[src/rtl/sync_fifo_flex.sv]
// Single-clock FIFO with occupancy count, programmable almost flags, flush, error pulses,
// write-through on full when a read is accepted in the same cycle, and an optional FWFT read port.
module sync_fifo_flex #(
    parameter int unsigned data_width = 8,
    parameter int unsigned fifo_depth = 16,
    parameter int unsigned af_thresh  = 12,
    parameter int unsigned ae_thresh  = 4,
    parameter int unsigned fwft       = 0,
    localparam int unsigned ptr_width = $clog2(fifo_depth)
) (
    input  logic                  clk,
    input  logic                  reset,
    input  logic                  flush,
    input  logic                  write_en,
    input  logic [data_width-1:0] data_in,
    input  logic                  read_en,
    output logic [data_width-1:0] data_out,
    output logic                  full,
    output logic                  empty,
    output logic                  almost_full,
    output logic                  almost_empty,
    output logic [ptr_width:0]    count,
    output logic                  overflow,
    output logic                  underflow
);

    localparam int unsigned cnt_width = ptr_width + 1;

    logic [ptr_width:0]    write_ptr;
    logic [ptr_width:0]    read_ptr;
    logic [data_width-1:0] mem [fifo_depth];
    logic                  rd_ok;
    logic                  wr_ok;

    // Status is derived from the extra-bit pointers; the subtraction wraps naturally.
    assign count        = write_ptr - read_ptr;
    assign empty        = (count == '0);
    assign full         = (count == cnt_width'(fifo_depth));
    assign almost_full  = (count >= cnt_width'(af_thresh));
    assign almost_empty = (count <= cnt_width'(ae_thresh));

    // A read frees a slot this cycle, so a write to a full FIFO still lands.
    assign rd_ok = read_en & ~empty;
    assign wr_ok = write_en & (~full | rd_ok);

    always_ff @(posedge clk) begin
        if (!reset) begin
            write_ptr <= '0;
            read_ptr  <= '0;
            overflow  <= 1'b0;
            underflow <= 1'b0;
        end else if (flush) begin
            write_ptr <= '0;
            read_ptr  <= '0;
            overflow  <= 1'b0;
            underflow <= 1'b0;
        end else begin
            if (wr_ok) write_ptr <= write_ptr + cnt_width'(1);
            if (rd_ok) read_ptr  <= read_ptr + cnt_width'(1);
            overflow  <= write_en & ~wr_ok;
            underflow <= read_en & ~rd_ok;
        end
    end

    // Storage is never cleared; pointers alone define valid contents.
    always_ff @(posedge clk) begin
        if (reset && !flush && wr_ok) begin
            mem[write_ptr[ptr_width-1:0]] <= data_in;
        end
    end

    generate
        if (fwft != 0) begin : g_fwft
            assign data_out = empty ? '0 : mem[read_ptr[ptr_width-1:0]];
        end else begin : g_std
            logic [data_width-1:0] dout_q;

            always_ff @(posedge clk) begin
                if (!reset) begin
                    dout_q <= '0;
                end else if (!flush && rd_ok) begin
                    dout_q <= mem[read_ptr[ptr_width-1:0]];
                end
            end

            assign data_out = dout_q;
        end
    endgenerate

endmodule
[config.mk]
export PLATFORM = sky130hd
export DESIGN_NAME = sync_fifo_flex
export DESIGN_NICKNAME = d
export VERILOG_FILES = /design/src/rtl/sync_fifo_flex.sv
export SDC_FILE = /design/constraint.sdc
export NUM_CORES = 1
export LEC_CHECK = 0
export ABC_AREA = 1
export CAP_MARGIN = 30
export CORE_MARGIN = 8
export CORE_UTILIZATION = 60
export DETAILED_ROUTE_END_ITERATION = 12
export PLACE_DENSITY = 0.77
export RECOVER_POWER = 50
export SLEW_MARGIN = 20
export SYNTH_ARGS = -nofsm -noshare
export SYNTH_HDL_FRONTEND = slang
export SYNTH_SLANG_ARGS = --single-unit
[constraint.sdc]
create_clock -name clk -period 7.5 [get_ports clk]
set_input_delay 1.5 -clock clk [delete_from_list [all_inputs] [get_ports clk]]
set_output_delay 1.5 -clock clk [all_outputs]
set_load 0.02 [all_outputs]
==> summary.md <==
| Metric | Value |
|---|---|
| P_leak | 2.68 nW |
| Routed vias | 4531 |
| CP required | 6.00 ns |
| Largest cells by area after synthesis | edfxtp_1 60%, dfxtp_1 6.2%, nor2_1 5.9% |
| Total negative slack | 0 ns |
| Crit share post-route | 66.9% |
| GRT Total Usage | 21.1% |
| Final core occ | around 70% |
| Yosys top cell area share | 59.7% |
| Total core area | 0.0107 mm² |
| CTS Root Cell | clkbuf_8 |
| Critical path class | flip-flop to output pin |
| Maxcap violations | 0 |
| Std-Cell Rows | 38 |
| Clock power share | 45.6% |
| CTS Buf Count | 17 |
| Share of power burned in combinational logic | 6.7% |
| Setup bufs post-CTS | 0 |
| PortBufs | 31 |
| Hold slack | 0.493 ns |
| Synthesized area per cell | 10.9 µm² |
| Final hold violation count | 0 |
| Hold buffers post-CTS | 0 |
| Power Total | between 1.5 and 2 mW |
| Clock Path Buffers | 2 |
| # diodes | 0 |
| Slew Viols, Final | 0 |
| Met1 Use GR | ~28% |
| HP Class | flip-flop to flip-flop |
| Outcome | complete, no violations |
| DIE AREA | ~0.014 mm² |
| Number of synthesized register bits | 148 |
| Synth unique cells | 31 |
| Post-synthesis async set-or-reset flop share | 0% |
| Initial DRC count | slightly below 600 |
| Drt via density | 5.80 |
| Top Ports | 32 |
| Clk sinks | 148 |
| Sequential area share after synthesis | roughly two thirds |
| First drt pass iteration count | 5 |
| Max Clock Freq | 199 MHz |
| CP endpoint kind | output pin |
| Pwr Density | 255 mW/mm² |
| Minimum clock period after layout | 5.02 ns |
| EDFF count, synth | 128 |
| Grt ovf | 0 |
| RD Place Congestion | ~0.85 |
| Dpl cells | around 750 |
| Met3 Usage GRT | 5.68% |
| First-pass GRT wire length | 23.2 mm |
| Endpoints failing setup | 0 |
| Post-Route Skew | 0.00729 ns |
| RSZ-0062 raised after global routing | no |
| Internal | between 1 and 1.5 mW |
| P&R area growth vs syn | 15.4% |
| Layout cells sized above 1 | under 10% |
| Clock slew at reported path FFs | 0.06 ns |
| DRC violations left | 0 |
| VDD IR max | ~0.15 mV |
| WL final | 14.7 mm |
| GR Util met2 | 32.0% |
| Synth Cell Area | 0.00644 mm² |
| Initial antenna violation count | 0 |
| Die span in x | 120 µm |
| H-tree levels | 4 |
| Final Non-Filler Cells | just under 800 |
| DR WL/cell | 18.9 µm |
| Post-CTS resize count | 0 |
| Crit path DAT | 3.52 ns |
| Initial Utilization | 60.5% |
| Post-synthesis cell count | 593 |
| CP Launch Type | flip-flop |
| Die height | roughly 120 µm |
| Clk_lat worst skew | 0.53 ns |
| Slew HR | between 40% and 50% |
| Worst-path fanout max | 14 |
| Main synth FF type | edfxtp_1 |
| Least-Margin Pin Slew | 0.795 ns |
| TritonCTS clock tree | yes |
| Placed wire-length estimate | 9.21 mm |
| Cell taking the most area after synthesis | edfxtp_1 |
| Switching Power | 0.412 mW |
| NumNets Final | ~650 |
| Seq pwr share | ~48% |
| Ys Warns | 0 |
| Vias in the first global route | 4316 |
| Largest net degree at the start of global routing | between 60 and 70 |
| Routed Antenna Nets | 0 |
| Syn nets | 616 |
| Sw Ratio | 21.8% |
| GRT busiest layer | met2 |
## stage by stage
step	cell area (µm²)	worst slack, ns
2_1_floorplan	6440	3.82
3_3_place_gp	6810	3.24
3_5_place_dp	6860	3.13
4_1_cts	7460	2.56
5_1_grt	7430	2.23
6_report	7430	2.48
## Yosys cell counts (3+ instances only)
cell type,n
a21oi_1,12
buf_2,12
clkbuf_1,13
dfxtp_1,20
edfxtp_1,128
ha_1,9
inv_1,40
nand2_1,82
nand2_2,4
nand3_1,26
nand3_4,3
nor2_1,102
nor2_2,10
nor3_1,16
o211ai_1,16
o21ai_0,74
o22ai_1,4
xor2_1,6
## layout by cell type (no fill, tap or decap), types with 2 or more instances in the layout
cell type        synthesis  routed
o21ai_1                  2       2
buf_2                   12       9
dlygate4sd3_1            0       8
clkbuf_1                13       2
o22ai_1                  4       4
nor3_1                  16      13
clkinv_2                 0       3
edfxtp_1               128     128
nor2_1                 102     102
bufinv_16                0       4
clkdlybuf4s50_1          0      23
nor3_2                   0       3
clkinv_1                 2       2
dfxtp_1                 20      19
inv_1                   40      40
nand2_1                 82      85
a21oi_1                 12      12
o21ai_0                 74      74
nor2_2                  10      10
xor2_1                   6       6
nand3_1                 26      28
buf_4                    1       6
o211ai_1                16      16
clkbuf_16                0      16
clkinvlp_4               0       4
ha_1                     9       9
## worst paths after layout
check,startpoint,to,depth (start not counted),slack (ns)
min,read_ptr[3]$_SDFFE_PP0P_,read_ptr[3]$_SDFFE_PP0P_,2,0.49
max reg2reg,read_ptr[2]$_SDFFE_PP0P_,mem[13][0]$_DFFE_PP_,10,3.82
min reg2reg,read_ptr[3]$_SDFFE_PP0P_,read_ptr[3]$_SDFFE_PP0P_,2,0.49
max,read_ptr[2]$_SDFFE_PP0P_,empty,9,2.48
## registers in the layout, indices dropped and copies added (netlist names)
signal	flops
overflow	1
read_ptr	5
data_out	8
write_ptr	5
mem	128
underflow	1
## critical path, stage by stage, from the launching register on
cell and delay, ns:
dfxtp_1 0.61, clkinv_1 0.42, ha_1 0.52, nand3b_1 0.15
nand2_1 0.11, nand2_1 0.06, nand2_1 0.10, nand3_1 0.29
inv_1 0.12, clkdlybuf4s50_1 0.61
## power groups by stage
stage	combinational, mW	clock (mW)	sequential [mW]
detailed placement	0.130	0	0.921
floorplan	0.0743	0	0.926
finish	0.126	0.863	0.904
global placement	0.127	0	0.921
CTS	0.132	0.869	0.904
global route	0.137	0.900	0.904
## cell type report
type,instances,area [µm²]
flip-flops and latches,148,4250
fillers,736,3220
multi-input cells,373,1850
clock buffers,19,422
repair buffers,46,400
clock inverters,13,183
well taps,140,175
inverters,42,158
## metal layers
| layer | wire length, µm | vias up |
|---|---|---|
| met5 | 0 | - |
| met4 | 369 | 0 |
| met3 | 1350 | 33 |
| met2 | 6860 | 254 |
| met1 | 6140 | 2135 |
| li1 | - | 2109 |
## kinds of logic after synthesis
logic type	Yosys count	share of synthesized area (%)
xor+xnor	7	1.07
buf+inv	72	4.86
compound gates	109	9.21
fa+ha+maj	10	2.06
flops	148	65.9
simple gates	247	16.9
No activity file was read; power rests on OpenSTA's default activity.
